==> src/rtl/memory_stage_ws.sv <==
// memory_stage_ws: memory pipeline stage with req/ack wait-state handshake.
// Drives loads/stores to data memory, builds byte enables and lane-replicated
// store data, extracts and extends load data, stalls upstream while an access
// is outstanding, flags a bus error on timeout and registers the writeback
// bundle.
//
// Build option: define MEM_MISALIGN_TRAP_EN to trap misaligned accesses
// (no request, MisalignW=1). Without it, misaligned addresses are aligned down.
//
// State | meaning
// ------+--------------------------------------------------------------
// IDLE  | no access outstanding; a new memory op may issue / complete
// WAIT  | request held high, counting cycles until ack or timeout
module memory_stage_ws #(
    parameter int XLEN     = 32,   // datapath width, 32 or 64
    parameter int RD_WIDTH = 5,    // destination register index width
    parameter int TIMEOUT  = 16    // max cycles in WAIT before bus error, 2..255
) (
    input  logic                CLK,
    input  logic                Rst,
    input  logic                ValidM,
    input  logic                RegWriteM,
    input  logic                MemWriteM,
    input  logic                MemReadM,
    input  logic [2:0]          ResultSrcM,
    input  logic [2:0]          DexControlM,
    input  logic [RD_WIDTH-1:0] RD_M,
    input  logic [XLEN-1:0]     ALU_ResultM,
    input  logic [XLEN-1:0]     WriteDataM,
    input  logic [XLEN-1:0]     PCPlus4M,
    input  logic [XLEN-1:0]     Imm_Ext_M,
    input  logic [XLEN-1:0]     PCTargetM,
    output logic                MemReq,
    output logic                MemWe,
    output logic [XLEN-1:0]     MemAddr,
    output logic [XLEN-1:0]     MemWData,
    output logic [XLEN/8-1:0]   MemBE,
    input  logic                MemAck,
    input  logic [XLEN-1:0]     MemRData,
    output logic                StallM,
    output logic                ValidW,
    output logic                RegWriteW,
    output logic [2:0]          ResultSrcW,
    output logic [RD_WIDTH-1:0] RD_W,
    output logic [XLEN-1:0]     ALU_ResultW,
    output logic [XLEN-1:0]     TruncateResultW,
    output logic [XLEN-1:0]     PCPlus4W,
    output logic [XLEN-1:0]     Imm_Ext_W,
    output logic [XLEN-1:0]     PCTargetW,
    output logic                MemErrW,
    output logic                MisalignW
);

    localparam int NB   = XLEN / 8;
    localparam int OFFW = $clog2(NB);
    localparam int CNTW = 8;

    typedef enum logic {
        IDLE = 1'b0,
        WAIT = 1'b1
    } state_t;

    state_t            state;
    logic [CNTW-1:0]   waitCnt;

    logic [1:0]        sizeCode;
    logic [OFFW-1:0]   rawOff;
    logic [OFFW-1:0]   sizeLow;
    logic [OFFW-1:0]   effOff;
    logic              memOp;
    logic              misalign;
    logic              reqOk;
    logic              inWait;
    logic              accessDone;
    logic              timeoutErr;
    logic [NB-1:0]     beBase;
    logic [XLEN-1:0]   laneData;
    logic [XLEN-1:0]   loadExt;
    logic [XLEN-1:0]   truncNext;

    // Access size decode; a doubleword code on a 32-bit datapath degrades to word.
    always_comb begin
        sizeCode = DexControlM[1:0];
        if (XLEN == 32 && sizeCode == 2'b11) begin
            sizeCode = 2'b10;
        end
    end

    // Byte offset, alignment mask for the access size, and misalignment handling.
    always_comb begin
        rawOff = ALU_ResultM[OFFW-1:0];
        case (sizeCode)
            2'b00:   sizeLow = '0;
            2'b01:   sizeLow = OFFW'(1);
            2'b10:   sizeLow = OFFW'(3);
            default: sizeLow = OFFW'(7);
        endcase
        memOp = ValidM & (MemReadM | MemWriteM);
`ifdef MEM_MISALIGN_TRAP_EN
        misalign = memOp & (|(rawOff & sizeLow));
        effOff   = rawOff;
`else
        misalign = 1'b0;
        effOff   = rawOff & ~sizeLow;
`endif
        reqOk = memOp & ~misalign;
    end

    // Handshake control: request, completion, timeout and upstream stall.
    always_comb begin
        inWait     = (state == WAIT);
        accessDone = inWait ? MemAck : (reqOk & MemAck);
        timeoutErr = inWait & ~MemAck & (waitCnt == CNTW'(TIMEOUT));
        MemReq     = ~Rst & (inWait | reqOk);
        StallM     = ~Rst & (inWait | reqOk) & ~accessDone & ~timeoutErr;
        MemWe      = MemWriteM;
        MemAddr    = {ALU_ResultM[XLEN-1:OFFW], effOff};
    end

    // Byte enables: size mask shifted to the lane of the (effective) offset.
    always_comb begin
        case (sizeCode)
            2'b00:   beBase = NB'(1);
            2'b01:   beBase = NB'(3);
            2'b10:   beBase = NB'(15);
            default: beBase = NB'(255);
        endcase
        MemBE = beBase << effOff;
    end

    // Store data: low byte/half/word of WriteDataM replicated across all lanes.
    always_comb begin
        MemWData = '0;
        for (int i = 0; i < NB; i++) begin
            case (sizeCode)
                2'b00:   MemWData[8*i +: 8] = WriteDataM[7:0];
                2'b01:   MemWData[8*i +: 8] = WriteDataM[8*(i%2) +: 8];
                2'b10:   MemWData[8*i +: 8] = WriteDataM[8*(i%4) +: 8];
                default: MemWData[8*i +: 8] = WriteDataM[8*i +: 8];
            endcase
        end
    end

    // Load data: shift the addressed lane down, then sign/zero extend by funct3.
    always_comb begin
        laneData = MemRData >> {effOff, 3'b000};
        case (DexControlM)
            3'b000:  loadExt = XLEN'($signed(laneData[7:0]));
            3'b001:  loadExt = XLEN'($signed(laneData[15:0]));
            3'b010:  loadExt = XLEN'($signed(laneData[31:0]));
            3'b100:  loadExt = XLEN'(laneData[7:0]);
            3'b101:  loadExt = XLEN'(laneData[15:0]);
            3'b110:  loadExt = XLEN'(laneData[31:0]);
            default: loadExt = laneData;
        endcase
        truncNext = (ValidM & MemReadM & accessDone) ? loadExt : '0;
    end

    // FSM: IDLE issues, WAIT counts until ack or timeout; reset aborts an access.
    always_ff @(posedge CLK) begin
        if (Rst) begin
            state   <= IDLE;
            waitCnt <= '0;
        end else begin
            case (state)
                IDLE: begin
                    if (reqOk && !MemAck) begin
                        state   <= WAIT;
                        waitCnt <= CNTW'(1);
                    end
                end
                WAIT: begin
                    if (MemAck || waitCnt == CNTW'(TIMEOUT)) begin
                        state   <= IDLE;
                        waitCnt <= '0;
                    end else begin
                        waitCnt <= waitCnt + CNTW'(1);
                    end
                end
                default: begin
                    state   <= IDLE;
                    waitCnt <= '0;
                end
            endcase
        end
    end

    // Writeback register: bubble while stalled, otherwise load the completed op.
    always_ff @(posedge CLK) begin
        if (Rst) begin
            ValidW          <= 1'b0;
            RegWriteW       <= 1'b0;
            ResultSrcW      <= '0;
            RD_W            <= '0;
            ALU_ResultW     <= '0;
            TruncateResultW <= '0;
            PCPlus4W        <= '0;
            Imm_Ext_W       <= '0;
            PCTargetW       <= '0;
            MemErrW         <= 1'b0;
            MisalignW       <= 1'b0;
        end else if (StallM) begin
            ValidW    <= 1'b0;
            RegWriteW <= 1'b0;
            MemErrW   <= 1'b0;
            MisalignW <= 1'b0;
        end else begin
            ValidW          <= ValidM;
            RegWriteW       <= RegWriteM & ~timeoutErr & ~misalign;
            ResultSrcW      <= ResultSrcM;
            RD_W            <= RD_M;
            ALU_ResultW     <= ALU_ResultM;
            TruncateResultW <= truncNext;
            PCPlus4W        <= PCPlus4M;
            Imm_Ext_W       <= Imm_Ext_M;
            PCTargetW       <= PCTargetM;
            MemErrW         <= timeoutErr;
            MisalignW       <= misalign;
        end
    end

endmodule

==> config.mk <==
export PLATFORM = sky130hd
export DESIGN_NAME = memory_stage_ws
export DESIGN_NICKNAME = d
export VERILOG_FILES = /design/src/rtl/memory_stage_ws.sv
export SDC_FILE = /design/constraint.sdc
export NUM_CORES = 1
export LEC_CHECK = 0
export ABC_AREA = 1
export CAP_MARGIN = 0
export CORE_AREA = 2 2 175 177
export CTS_BUF_LIST = sky130_fd_sc_hd__clkbuf_4
export CTS_CLUSTER_DIAMETER = 60
export DETAILED_ROUTE_END_ITERATION = 12
export DIE_AREA = 0 0 177 179
export GPL_TIMING_DRIVEN = 0
export PLACE_DENSITY = 0.61
export REMOVE_ABC_BUFFERS = 1
export SKIP_LAST_GASP = 1
export SYNTH_ARGS = -nofsm -noshare
export SYNTH_HDL_FRONTEND = slang
export SYNTH_SLANG_ARGS = --single-unit
==> constraint.sdc <==
create_clock -name CLK -period 3 [get_ports CLK]
set_clock_uncertainty 0.05 [all_clocks]
set_input_delay 0.45 -clock CLK [delete_from_list [all_inputs] [get_ports CLK]]
set_output_delay 0.45 -clock CLK [all_outputs]
set_load 0.005 [all_outputs]
== After elaboration in Yosys (flattened, before gate mapping) ==
Cells that the tools add are included.

* Equality and inequality tests: 7
* Bitwise logic cells: 19
* Multiplexer cells: 15
* Reduce and logical (&&, ||, !) cells: 7
* Add/subtract/negate cells: 1
* Shift operators: 2

{| class="wikitable"
|+ Operators with widths
! cell !! count
|-
| case mux 32 bit (4 select lines) || 1
|-
| two-way mux 32 bit || 1
|-
| two-way mux 8 bit || 4
|-
| case mux 8 bit (2 select lines) || 2
|-
| >> shifter 32 x 5 -> 32 bit || 1
|-
| AND 1 bit || 10
|-
| adder 8 x 1 -> 8 bit, second input constant || 1
|-
| equality test 8 x 5 -> 1 bit, second input constant || 1
|-
| case mux 4 bit (2 select lines) || 1
|-
| equality test 3 bit, second input constant || 2
|-
| inverter 1 bit || 5
|-
| case mux 2 bit (2 select lines) || 1
|-
| OR reduction 2 bit || 2
|-
| left shift 4 x 2 -> 4 bit || 1
|-
| equality test 3 x 1 -> 1 bit, second input constant || 1
|-
| logical NOT 3 bit || 1
|-
| two-way mux 1 bit || 3
|-
| AND 2 bit || 1
|-
| equality test 2 x 1 -> 1 bit, second input constant || 1
|-
| equality test 2 bit, second input constant || 1
|-
| logical NOT 2 bit || 1
|-
| two-way mux 2 bit || 1
|-
| != test 2 bit, second input constant || 1
|-
| inverter 2 bit || 1
|-
| other kinds (5) || 6
|}

* Bits of input ports: 210
* Register bits after elaboration: 180

== Depth between registers and ports, before layout ==
Gate-level depths: netlist of the first run.

* Depth in word-level cells: 9
* Mapped depth: 13

== Worst setup path before layout of the first run ==
Ideal clock, no wire load.

* Path kind: reg-to-output
* From: reg waitCnt[0]
* To: out StallM
* Buffers on the path: 2
* Data arrival time: 1418 ps
* Path slack: 1082 ps
* Stages on the path, launching flop included: 12
* Cell sequence: dfxtp_1 > inv_1 > ha_1 > nand4_1 > nor2_1 > nor2_1 > nand2_1 > nand2_2 > nand2_2 > inv_2 > buf_4 > buf_4

* Cells in the longest elaborated chain, start to end: 4

{| class="wikitable"
|+ RTL lines
! what !! line !! text
|-
| start: declaration || 64 || <nowiki>logic [CNTW-1:0] waitCnt;</nowiki>
|-
| start signal: assignment || 177 || <nowiki>waitCnt <= waitCnt + CNTW'(1);</nowiki>
|-
| equality test 8 x 5 -> 1 bit || 113 || <nowiki>timeoutErr = inWait & ~MemAck & (waitCnt == CNTW'(TIMEOUT));</nowiki>
|-
| AND 1 bit || 113 ||
|-
| inverter 1 bit || 115 || <nowiki>StallM = ~Rst & (inWait | reqOk) & ~accessDone & ~timeoutErr;</nowiki>
|-
| AND 1 bit || 115 ||
|-
| end: declaration || 40 || <nowiki>output logic StallM,</nowiki>
|}

No other way between the ends.

== Worst setup path after layout of the first run ==
* From: in MemAck
* To: reg TruncateResultW[15]

* Cells in the longest elaborated chain, start to end: 5

{| class="wikitable"
|+ RTL lines
! what !! line !! text
|-
| start: declaration || 38 || <nowiki>input logic MemAck,</nowiki>
|-
| AND 1 bit / inverter 1 bit (equally long branches) || 112, 113 ||
|-
| two-way mux 1 bit / AND 1 bit (equally long branches) || 112, 113 ||
|-
| inverter 1 bit / AND 1 bit (equally long branches) || 115, 113 ||
|-
| AND 1 bit / inverter 1 bit (equally long branches) || 115 ||
|-
| AND 1 bit || 115 ||
|-
| end signal: assignment || 213 || <nowiki>TruncateResultW <= truncNext;</nowiki>
|-
| end: declaration || 46 || <nowiki>output logic [XLEN-1:0] TruncateResultW,</nowiki>
|}

Parallel ways exist; a longest one is shown, timed or not.
A chain may end at the register's enable or synchronous reset.

==> run summary, run 1 <==
# port buffers = 451
Worst path slowest cell = nor2_1
GR Util met3 = 5.09%
Worst setup path class = input port to flop
Largest net degree at the start of global routing = 135
Drc violations = 0
Final Instance Count excl. Fillers = 1863
Starting Density = 25.5%
Area occupied by multi-input gates = 3350 sq um
RSZ-0062 raised after global routing = true
Crit-path cells = clkdlybuf4s50_1 > clkinvlp_4 > nor2_4 > inv_2 > nor2_1 > o21ai_0 > o21bai_1 > nand2_1
Initial drt markers = 464
GRT met2 Usage = 32.7%
Met1 Track Usage GR = 21.8%
First-pass GRT wire length = 45300 um
Die ar. = 31700 sq um
Hold WC Path Type = input port to flop
Sink Count = 180
Layout cells sized above 1 = 4.85%
Post-DR vias/cell = 4.55
Antenna-violating nets left = 0
Max-slew violations = 0
Final setup fails = 0
Initial antenna violation count = 1
Vias post-DR = 8474
WP data required = 3490 ps
MaxCap Viol Count = 0
Core Util, Final = 42.1%
Die H = 179 um
Total CTS buffers = 17
Min cycle time layout = 2910 ps
Reg power frac = 48.5%
Deepest clock path buffer count = 2
Relative slew slack = 24.2%
Row Count = 64
Synthesized area = 7660 sq um
Gate power share = 23.6%
Clock power share = 27.9%
Hold Violations, Final = 0
Layer with the highest usage = met2
Register Area = 3610 sq um
Total global routing overflow = 0
Yosys synthesis warning count = 0
Routed WL = 31600 um
Crit-path max cell delay = 870 ps
Final Net Count = 1665
Filler cells = 3115
CP Capture Type = flop
P_sw = 1.54 mW
Post-synthesis sequential area ratio = 47.0%
Pwr dens = 429 nW/um^2
DIE WIDTH = 177 um
Mean area per synthesized cell = 7.13 sq um
Worst-Margin Slew = 1130 ps
Root buf cell = clkbuf_4
VDD IR max = 0.216 mV
Crit path max fanout = 15
Number of distinct library cells after synthesis = 29
Drt pass-1 iters = 5
Internal = 3.88 mW
Clk pin slew, worst setup/hold paths = 190 ps
CTS tree = built
Seq cells post-synth = 180
Clock latency on the worst-skew pair = 600 ps
DP Cell Count = 1819
Status = finished clean
Pleak = 5.45 nW
Final GP Congestion = 0.816
CP Launch Type = input port
Critical Path AT = 3400 ps
Period utilization = 96.9%
Fmax = 344 MHz
WL/cell = 17.0 um
Boundary pin count = 453
Number of global-route vias before repair = 7860
Post-detail-place hpwl = 21900 um
GRT Util Overall = 19.0%
Area growth, synth to finish = 65.0%
Placeable Area = 30000 sq um
Cells after synthesis = 1075
Htree depth = 4
Sw frac = 28.4%
## cell usage after synthesis (all sizes together)
library cell  number  area share, %
a21oi             26            1.7
o21bai             1          0.098
nand4             12           0.98
buf               77            6.6
nor2              90            4.6
conb               1          0.049
clkbuf            29            1.4
nor3               5           0.33
nand3b             5           0.49
ha                 2           0.33
o21ai             67            4.4
dfxtp            180             47
nand3            132            9.1
o2111ai            1           0.11
a22oi              2           0.20
inv               45            2.2
nand2            385             19
xor2               1           0.11
a31oi              1          0.082
o211ai            13            1.3
## metrics by stage
stage | setup slack [ps] | setup TNS (ps) | power [mW] | instance area [sq um] | hold WS [ps]
CTS | -14.8 | -14.8 | 5.51 | 12600 | 186
detailed placement | -1490 | -126160 | 3.93 | 12200 | 386
finish | 92.6 | 0 | 5.42 | 12600 | 241
global placement | -9400 | -1356760 | 3.92 | 12100 | 379
global route | -19.0 | -37.0 | 5.71 | 12600 | 195
floorplan | -3070 | -423140 | 3.03 | 7050 | 393
## cell usage in the layout, fill, tap and decap left out, drive strengths merged
master / n
clkinvlp: 2
bufinv: 4
clkbuf: 19
dfxtp: 180
ha: 2
nand3b: 5
a21oi: 26
o211ai: 13
o2111ai: 1
nand4: 12
nor2: 91
nand2: 386
o21ai: 67
a22oi: 2
a31oi: 1
nand3: 132
buf: 10
conb: 1
o21bai: 1
nor3: 5
xor2: 1
diode: 2
clkinv: 6
clkdlybuf4s50: 449
inv: 49
## area by class of cell
| cell class | count | area share [%] |
|---|---|---|
| clock inverter | 13 | 1.40 |
| inverter | 45 | 1.72 |
| tap | 396 | 3.92 |
| clock buffer | 18 | 1.07 |
| sequential | 180 | 28.5 |
| timing repair inverter | 3 | 0.208 |
| multi-input combinational | 746 | 26.5 |
| antenna | 2 | 0.0396 |
| timing repair buffer | 460 | 36.7 |
## power groups by stage
| stage | Combinational [mW] | Clock, mW | Sequential, mW |
|---|---|---|---|
| detailed placement | 1.24 | 0 | 2.68 |
| global placement | 1.25 | 0 | 2.68 |
| global route | 1.38 | 1.68 | 2.65 |
| floorplan | 0.333 | 0 | 2.70 |
| finish | 1.28 | 1.51 | 2.63 |
| CTS | 1.29 | 1.59 | 2.63 |
## state kept, by name, summed over array words and instances, names as in the netlist
| signal | cells |
|---|---|
| ALU_ResultW | 32 |
| inWait | 1 |
| RegWriteW | 1 |
| PCPlus4W | 32 |
| RD_W | 5 |
| ResultSrcW | 3 |
| MemErrW | 1 |
| Imm_Ext_W | 32 |
| TruncateResultW | 32 |
| PCTargetW | 32 |
| waitCnt | 8 |
| ValidW | 1 |
## final timing paths
path | from | end | slack, ps | cells after the start
min | Rst | TruncateResultW[28] | 240 | 2
max reg2reg | waitCnt[0] | PCPlus4W[8] | 480 | 12
max | MemAck | TruncateResultW[15] | 90 | 8
min reg2reg | TruncateResultW[10] | TruncateResultW[10] | 410 | 2
## critical path, delay by kind of cell
family | cells | cell delay, ps
AOI/OAI and AO/OA | 2 | 530
buffers and inverters | 3 | 1040
and+or+nand+nor | 3 | 1350
## cell families (layout without fill, tap and decap cells)
| logic type | count (synthesis) | in the layout | share of synthesized area [%] |
|---|---|---|---|
| simple gates | 629 | 631 | 34.5 |
| flops | 180 | 180 | 47.0 |
| buf+inv | 151 | 539 | 10.2 |
| compound gates | 111 | 111 | 7.84 |
| fa+ha+maj | 2 | 2 | 0.326 |
| other cells | 1 | 3 | 0.0489 |
| xor+xnor | 1 | 1 | 0.114 |
## repair_timing
item | 4_1_cts | 5_1_grt
resized for setup | 27 | 4
endpoints found under the setup margin | 136 | 4
hold buffers | 0 | 0
pin swaps | 4 | 1
buffers inserted | 6 | 0
gates cloned | 5 | 0
endpoints found under the hold margin | 0 | 0
## per-layer routing
layer	share of wire (%)	wire length (um)
met2	49	15300
met5	0	0
met4	3.7	1180
met1	40	12600
met3	7.8	2450
Power figures use the tool's default switching activity.
==> run 2, diff against run 1 <==
CTS_CLUSTER_SIZE = 20   (was not set)
==> results of run 2 <==
No change in the layout: final DEF, timing and power equal those of run 1.
